<file path="src/rtl/bsg_halfpod_seq_pkg.sv">
// Shared types and constants for the halfpod link reset sequencer.
package bsg_halfpod_seq_pkg;

  // Number of timed phases between IDLE and DONE (ENABLE..DOWNSTREAM).
  localparam int unsigned num_phases_lp = 6;

  typedef enum logic [2:0] {
    e_idle       = 3'd0,
    e_enable     = 3'd1,
    e_token      = 3'd2,
    e_settle     = 3'd3,
    e_uplink     = 3'd4,
    e_downlink   = 3'd5,
    e_downstream = 3'd6,
    e_done       = 3'd7
  } bsg_halfpod_seq_state_e;

  // Successor of a timed phase; DOWNSTREAM hands over to DONE.
  function automatic bsg_halfpod_seq_state_e next_phase_f(input bsg_halfpod_seq_state_e s);
    bsg_halfpod_seq_state_e n;
    n = e_idle;
    case (s)
      e_enable:     n = e_token;
      e_token:      n = e_settle;
      e_settle:     n = e_uplink;
      e_uplink:     n = e_downlink;
      e_downlink:   n = e_downstream;
      e_downstream: n = e_done;
      default:      n = e_idle;
    endcase
    return n;
  endfunction

endpackage

</file>
<file path="src/rtl/bsg_halfpod_hold_timer.sv">
// Loadable down-counter that parks at zero; zero_o marks the last cycle of a phase.
module bsg_halfpod_hold_timer #(
  parameter int hold_width_p = 8
) (
  input  logic                    clk_i,
  input  logic                    reset_n_i,
  input  logic                    clear_i,
  input  logic                    load_i,
  input  logic [hold_width_p-1:0] load_val_i,
  output logic                    zero_o
);

  logic [hold_width_p-1:0] count_q, count_d;

  // Clear beats load; otherwise count down and stop at zero.
  always_comb begin
    count_d = count_q;
    if (clear_i)
      count_d = '0;
    else if (load_i)
      count_d = load_val_i;
    else if (count_q != '0)
      count_d = count_q - hold_width_p'(1);
  end

  // Counter register with synchronous active-low reset.
  always_ff @(posedge clk_i) begin
    if (!reset_n_i)
      count_q <= '0;
    else
      count_q <= count_d;
  end

  assign zero_o = (count_q == '0);

endmodule

</file>
<file path="src/rtl/bsg_halfpod_link_reset_sequencer.sv">
// Ordered, timed bring-up of the halfpod SDR links and core from a single start command.
//
//  state      | meaning
//  -----------+-----------------------------------------------------------
//  IDLE       | everything held in reset, ready for start
//  ENABLE     | link pads enabled
//  TOKEN      | token reset pulse asserted
//  SETTLE     | token reset dropped, waiting for tokens to settle
//  UPLINK     | uplink reset released
//  DOWNLINK   | downlink reset released
//  DOWNSTREAM | downstream reset released
//  DONE       | core reset released, done asserted until abort
module bsg_halfpod_link_reset_sequencer
  import bsg_halfpod_seq_pkg::*;
#(
  parameter int num_links_p  = 3,
  parameter int hold_width_p = 8
) (
  input  logic                    clk_i,
  input  logic                    reset_n_i,
  input  logic                    start_v_i,
  output logic                    start_ready_o,
  input  logic                    abort_i,
  input  logic [num_links_p-1:0]  link_mask_i,
  input  logic [hold_width_p-1:0] hold_cycles_i,
  output logic [num_links_p-1:0]  link_disable_o,
  output logic [num_links_p-1:0]  token_reset_o,
  output logic [num_links_p-1:0]  uplink_reset_o,
  output logic [num_links_p-1:0]  downlink_reset_o,
  output logic [num_links_p-1:0]  downstream_reset_o,
  output logic                    core_reset_o,
  output logic                    done_o,
  output logic                    err_o
);

  bsg_halfpod_seq_state_e  state_q, state_d;
  logic [num_links_p-1:0]  mask_q, mask_d;
  logic [hold_width_p-1:0] hold_m1_q, hold_m1_d;
  logic                    err_q, err_d;

  logic                    timer_clear, timer_load, timer_zero;
  logic [hold_width_p-1:0] timer_val;
  logic [hold_width_p-1:0] hold_eff_m1;

  // A hold of zero behaves as one cycle per phase.
  assign hold_eff_m1 = (hold_cycles_i == '0) ? '0 : hold_cycles_i - hold_width_p'(1);

  bsg_halfpod_hold_timer #(.hold_width_p(hold_width_p)) timer (
    .clk_i      (clk_i),
    .reset_n_i  (reset_n_i),
    .clear_i    (timer_clear),
    .load_i     (timer_load),
    .load_val_i (timer_val),
    .zero_o     (timer_zero)
  );

  // State, latched configuration and error pulse registers.
  always_ff @(posedge clk_i) begin
    if (!reset_n_i) begin
      state_q   <= e_idle;
      mask_q    <= '0;
      hold_m1_q <= '0;
      err_q     <= 1'b0;
    end else begin
      state_q   <= state_d;
      mask_q    <= mask_d;
      hold_m1_q <= hold_m1_d;
      err_q     <= err_d;
    end
  end

  // Next-state: accept start in IDLE, step timed phases on timer expiry, abort to IDLE.
  always_comb begin
    state_d     = state_q;
    mask_d      = mask_q;
    hold_m1_d   = hold_m1_q;
    err_d       = 1'b0;
    timer_clear = 1'b0;
    timer_load  = 1'b0;
    timer_val   = hold_m1_q;
    case (state_q)
      e_idle: begin
        // Abort in the same cycle blocks the start.
        if (start_v_i && !abort_i) begin
          if (link_mask_i == '0) begin
            err_d = 1'b1;
          end else begin
            state_d    = e_enable;
            mask_d     = link_mask_i;
            hold_m1_d  = hold_eff_m1;
            timer_load = 1'b1;
            timer_val  = hold_eff_m1;
          end
        end
      end
      e_done: begin
        if (abort_i) begin
          state_d     = e_idle;
          mask_d      = '0;
          timer_clear = 1'b1;
        end
      end
      default: begin
        if (abort_i) begin
          state_d     = e_idle;
          mask_d      = '0;
          timer_clear = 1'b1;
        end else if (timer_zero) begin
          state_d    = next_phase_f(state_q);
          timer_load = 1'b1;
        end
      end
    endcase
  end

  logic en_s, tok_s, up_rel_s, dn_rel_s, ds_rel_s;

  // Output decode from state and latched mask; releases accumulate through DONE.
  always_comb begin
    en_s     = (state_q != e_idle);
    tok_s    = (state_q == e_token);
    up_rel_s = (state_q inside {e_uplink, e_downlink, e_downstream, e_done});
    dn_rel_s = (state_q inside {e_downlink, e_downstream, e_done});
    ds_rel_s = (state_q inside {e_downstream, e_done});

    link_disable_o     = ~({num_links_p{en_s}}     & mask_q);
    token_reset_o      =   {num_links_p{tok_s}}    & mask_q;
    uplink_reset_o     = ~({num_links_p{up_rel_s}} & mask_q);
    downlink_reset_o   = ~({num_links_p{dn_rel_s}} & mask_q);
    downstream_reset_o = ~({num_links_p{ds_rel_s}} & mask_q);
    core_reset_o       = (state_q != e_done);
    done_o             = (state_q == e_done);
    start_ready_o      = (state_q == e_idle);
    err_o              = err_q;
  end

endmodule
</file>
<file path="config.mk">
export PLATFORM = sky130hd
export DESIGN_NAME = bsg_halfpod_link_reset_sequencer
export DESIGN_NICKNAME = d
export VERILOG_FILES = /design/src/rtl/bsg_halfpod_seq_pkg.sv /design/src/rtl/bsg_halfpod_hold_timer.sv /design/src/rtl/bsg_halfpod_link_reset_sequencer.sv
export SDC_FILE = /design/constraint.sdc
export NUM_CORES = 1
export LEC_CHECK = 0
export CORE_MARGIN = 1.5
export CORE_UTILIZATION = 45
export CTS_BUF_LIST = sky130_fd_sc_hd__clkbuf_4 sky130_fd_sc_hd__clkbuf_8
export DETAILED_ROUTE_END_ITERATION = 10
export HOLD_SLACK_MARGIN = 0.1
export MAX_ROUTING_LAYER = met4
export PLACE_DENSITY_LB_ADDON = 0.3
export SLEW_MARGIN = 5
export SYNTH_ARGS = -nofsm -noshare
export SYNTH_HDL_FRONTEND = slang
export SYNTH_SLANG_ARGS = --single-unit
</file>
<file path="constraint.sdc">
create_clock -name clk_i -period 2.74 [get_ports clk_i]
set_input_delay 0.411 -clock clk_i [delete_from_list [all_inputs] [get_ports clk_i]]
set_output_delay 0.411 -clock clk_i [all_outputs]
set_load 0.03 [all_outputs]
</file>
==> impl_metrics.tcl <==
set metrics [dict create \
    cp_top_family "buffers and inverters" \
    async_flop_share 0 \
    grt_pass1_wl_um 5980 \
    io_pins 34 \
    critPathMaxStageDelay_ns 0.67 \
    cts_resized 0 \
    synth_edf_count 0 \
    gp_congestion 0.869 \
    drt_iter0_drc 94 \
    path_cells "or3_1 > inv_2 > clkdlybuf4s50_1" \
    postSynthNetCount 199 \
    synth_top_area_frac 0.325 \
    status "completed" \
    fmax_mhz 396 \
    clock_sinks 23 \
    clock_path_buffers 2 \
    grt_overflow 0 \
    setup_slack_ns 0.214 \
    core_sq_mm 0.00303 \
    rsz0062_at_grt "false" \
    rows 20 \
    setup_tns_ns 0 \
    final_area_sq_mm 0.00179 \
    whs_endpoint "hold_m1_q[5]" \
    reg2reg_depth 4 \
    synth_cell_type_count 45 \
    h-tree-depth 1 \
    postRouteAntennaNets 0 \
    hold_class "flip-flop to flip-flop" \
    ys.flop_type "dfxtp_1" \
    finalSetupViolCount 0 \
    synth_warnings 0 \
    tightest_slew_ns 0.589 \
    fp.dieArea_sq_mm 0.00349 \
    wl_per_cell_um 14.4 \
    path_max_fanout 15 \
    initial_core_util 0.468 \
    vias_per_cell 5.82 \
    leakage_nw 0.672 \
    synthTopCellsByCount "dfxtp_1, nand2_1, nor2_1" \
    yosys.area.top_type "dfxtp_1" \
    die_h_um 59.1 \
    powerDensity_mw_per_mm2 659 \
    ir_worst_vdd_mv 0.232 \
    min_from "hold_m1_q[5]" \
    area_growth_pct 26.7 \
    cts_tree "built" \
    cpMaxStageDelayCell "clkdlybuf4s50_1" \
    grt_max_degree 21 \
    drt_wl_total_um 3670 \
    drt_pass1_iterations 4 \
    grtUsageTotal 0.229 \
    drc 0 \
    finalCriticalPeriod_ns 2.53 \
    period_share 0.922 \
    start_kind "flip-flop" \
    place_hpwl_um 2730 \
    drv_slew 0 \
    rr_startpoint "state_q[1]" \
    synth_most_common_cell "dfxtp_1" \
    diodes 0 \
    hold_viol 0 \
    post_cts_buffers 0 \
    cts_root_buf "clkbuf_4" \
    clock_latency_ns 0.32 \
    cts_buffers 3 \
    vias 1485 \
    cp_data_arrival_time_ns 2.12 \
    skew_ns 0.00370 \
    antenna_found_initial 0 \
    syn_area_sq_mm 0.00142 \
    min_path_cells 2 \
    placed_cell_area_sq_mm 0.00176 \
    cts.hold.buffers_added 0 \
    required_ns 2.33 \
    max_slew_margin 0.604 \
    r2r_end "timer.count_q[5]" \
    grt_pass1_vias 1315 \
    synth.avg_cell_area_sq_um 7.83 \
    yosysSeqAreaShare 0.325 \
    ys_seq_elements 23 \
    dp_worst_setup_slack_ns 0.296 \
    reg2reg_slack_ns 0.45 \
    worstSetupPathType "flip-flop to output pin" \
    end_kind "output pin" \
    drive_above_1_share 0.0616 \
    dieWidth_um 59.1 \
    crit_buf_inv 2 \
    fin_nets 230 \
    clkTransAtPathRegs_ns 0.13 \
    yosys-top-cells-area "dfxtp_1, nor3_1, nand2_1" \
    syn_inst 181 \
    numPortBuffers 33 \
    maxCapViolCount 0 \
]
## through the flow
step | instances | total power, W | hold WS [ns] | util
4_1_cts | 255 | 0.00118 | 0.477 | 0.593
3_5_place_dp | 251 | 0.00100 | 0.459 | 0.583
5_1_grt | 255 | 0.00126 | 0.505 | 0.593
2_1_floorplan | 181 | 0.000873 | 0.433 | -
3_3_place_gp | 251 | 0.000987 | 0.442 | 0.583
6_report | 255 | 0.00118 | 0.475 | 0.593
## final cells by class
| cell class | instances | area [sq um] |
|---|---|---|
| clock buffer | 4 | 30.0 |
| fill | 263 | 1230 |
| inverter | 9 | 33.8 |
| multi-input combinational | 138 | 855 |
| sequential | 23 | 460 |
| tap | 44 | 55.1 |
| timing repair buffer | 37 | 360 |
## worst max path at each step
stage | startpoint | end | slack [ns] | cells after the start
after floorplan | state_q[0] | timer.count_q[2] | 0.54 | 7
after global placement | abort_i | timer.count_q[5] | 0.34 | 5
after detailed placement | hold_cycles_i[4] | hold_m1_q[7] | 0.30 | 6
after CTS | state_q[1] | link_disable_o[1] | 0.24 | 3
after global routing | state_q[1] | start_ready_o | 0.12 | 3
final | state_q[1] | start_ready_o | 0.21 | 3
## report_power, final
part / leakage [nW] / internal [W] / switching (W) / total (W)
logic: 0.465 / 0.000245 / 0.000307 / 0.000551
clock network: 0.0184 / 0.0000671 / 0.000108 / 0.000175
registers: 0.188 / 0.000395 / 0.0000613 / 0.000456
total: 0.672 / 0.000707 / 0.000476 / 0.00118
## registers in the layout (all words and copies together) (netlist names)
signal	count
timer.count_q	8
state_q	3
hold_m1_q	8
mask_q	3
err_o	1
## metal layers
layer  routed length [um]  GRT usage  part of all wire
met5                    0          -                 0
met1                 1640      0.280              0.45
met2                 1800      0.386              0.49
met4                   61     0.0812             0.017
met3                  164     0.0284             0.045
## cell usage in the layout (no fill, tap or decap), drive strengths merged, types with 2 or more instances in the layout
cell,synthesis,routed
a211oi,5,5
a21oi,8,8
a31oi,2,2
a32oi,3,3
and2,3,3
and3,4,4
buf,6,4
clkbuf,5,4
clkdlybuf4s50,0,33
dfxtp,23,23
ha,3,3
inv,9,9
nand2,16,16
nand3,10,10
nor2,16,16
nor2b,3,3
nor3,14,14
nor3b,4,4
nor4,2,2
o21ai,7,7
o31ai,4,4
or3,9,9
or4,2,2
or4b,2,2
xnor2,5,5
## worst register-to-register path, stage by stage, from the launching register on
cell      delay (ns)
dfxtp_1         0.46
or3_1           0.52
or3_4           0.55
or3_1           0.44
a221oi_2        0.24
## cells by family after synthesis
group                      Yosys count  share of synthesized area
adders and majority gates            3                     0.0265
muxes                                1                    0.00707
AOI/OAI and AO/OA                   41                      0.212
DFF                                 23                      0.325
xor gates and xnor gates             5                     0.0309
buffers and inverters               20                     0.0715
and+or+nand+nor                     88                      0.327
(Power assumes the default switching activity.)
==> RTL edit: new RTL, same settings <==
`hold_m1_q` no longer has a reset.
--- a/src/rtl/bsg_halfpod_link_reset_sequencer.sv
+++ b/src/rtl/bsg_halfpod_link_reset_sequencer.sv
@@ -60,12 +60,14 @@
       state_q   <= e_idle;
       mask_q    <= '0;
-      hold_m1_q <= '0;
       err_q     <= 1'b0;
     end else begin
       state_q   <= state_d;
       mask_q    <= mask_d;
-      hold_m1_q <= hold_m1_d;
       err_q     <= err_d;
     end
+  end
+
+  always_ff @(posedge clk_i) begin
+    hold_m1_q <= hold_m1_d;
   end
 
Check against the original RTL: no difference found for any inputs over 10 cycles, from zero or initial values and one cycle with reset_n_i low; that may be too few to reach the edited logic, so the function may still have changed.
==> RTL edit against the original RTL <==
  * Sequential share of layout area rose by 0.95 points
  * Sequential cell count stayed put
  * Wire length fell by 17%
  * Count of clock-buffer cells in the layout down 1
  * Synthesized area is 3.9% lower
  * Sequential power up 6.6%
  * Worst setup slack got worse by 0.0023 ns
  * Final area down 3.6%
  * Power up 0.25%
  * Critical endpoint is now link_disable_o[0]
  * Highest routed layer unchanged
==> RTL edit: results (changes against the original RTL) <==
outcome:
  status: "complete, no violations"
detailed_routing:
  avgRoutedWirePerCell_um: 13.41  # -6.8%
  drt_first_pass_iters: 6  # +2
  dr_total_vias: 1307  # -12%
  met1_length_um: 1352  # -18%
  first_iter_violations: 59  # -37%
  wl_met2_um: 1535  # -15%
  dr_wl_met3_um: 154  # -6.1%
hold_path:
  hp-class: "flip-flop to flip-flop"
  holdPathEnd: "hold_m1_q[3]"
  hp-start: "hold_m1_q[3]"
logic_synthesis:
  synth-adder-area-share_pct: 2.757  # +0.11 points
  synth_mux_area_share_pct: 2.206  # +1.5 points
  yosysSeqAreaShare_pct: 33.82  # +1.3 points
  synth.area.top_cells: "dfxtp_1 34%, nand2_1 4.4%, nor3_1 3.7%"
  synth-async-reset-ratio_pct: 0  # unchanged
  syn_nets: 183  # -8.0%
  synth_common_cells: "23 x dfxtp_1, 16 x nand2_1, 12 x nor2_1, 10 x inv_1, 10 x nor3_1"
  syn_avg_cell_area_sq_um: 8.250  # +5.4%
  synth_compound_area_share_pct: 19.58  # -1.6 points
  yosysUniqueCellTypes: 42  # -6.7%
  synth_xor_area_share_pct: 3.217  # +0.13 points
pwr:
  p_leak_nw: 0.6714  # -0.13%
  vdd.ir_drop.worst_v: 0.0005244  # +130%
placed_design:
  dpl_cell_area_sq_um: 1703  # -3.5%
  dp_hpwl_um: 2396  # -12%
  dpl.cell_count: 224  # -11%
  dp_slack_ns: 0.3383  # +0.04246 ns
  place_congestion: 0.9253  # +6.5%
grt:
  grt_usage_pct: 19.22  # -3.6 points
  busiest_layer: "met2"
  grt_use_met1_pct: 23.72  # -4.3 points
  grt_util_met3_pct: 2.009  # -0.83 points
  grt_pass1_vias: 1164  # -11%
  grt_first_pass_wirelength_um: 4940  # -17%
  use_met2_pct: 32.63  # -5.9 points
sta:
  max_slew_margin_pct: 66.35  # +5.9 points
  fmax_ghz: 0.3955  # about the same
  whs_ns: 0.4719  # -0.003392 ns
  fin_worst_skew_ns: 0.0007165  # -0.002986 ns
cts:
  cts_buffers: 3  # unchanged
  htree_levels: 1  # unchanged
  cts.repair.resized: 0  # unchanged
  clkLatencyLatePin_ns: 0.30  # -0.02 ns
setup_path:
  rr_startpoint: "state_q[2]"
  cp-endpoint: "link_disable_o[0]"
  r2r_end: "timer.count_q[4]"
  reg2reg_depth: 6  # +2
  r2r_setup_slack_ns: 0.51  # +0.06 ns
cells_and_area:
  fin_cells: 228  # -11%
  drive_above_1_share_pct: 8.629  # +2.5 points
==> RTL edit: changes by cell type after synthesis, moves of 4 or more <==
cell,delta
or3_1,-5
nor3_1,-4
nand2b_1,+4
o21ai_0,-4
nor2_1,-4
a21oi_1,-5
==> RTL edit: critical path: cells and delay by family (launching register included) <==
kind | cells | cell delay, ns
flip-flops | 1 | 0.46
buffers and inverters | 2 | 0.84
AND/OR/NAND/NOR | 2 | 0.50
==> RTL edit: area by class of cell <==
type,count,area [sq um]
clock inverter,1,5.005
fill,253,1075
tap,31,38.79
inverter,10,37.54
timing repair buffer,37,360.3
clock buffer,3,22.52
multi-input combinational,123,805.8
sequential,23,460.4
==> RTL edit: report_power, final <==
part | internal (W) | switching, W
Sequential | 0.000416 | 0.0000698
Combinational | 0.000260 | 0.000285
Clock | 0.0000544 | 0.000100
Total | 0.000730 | 0.000455
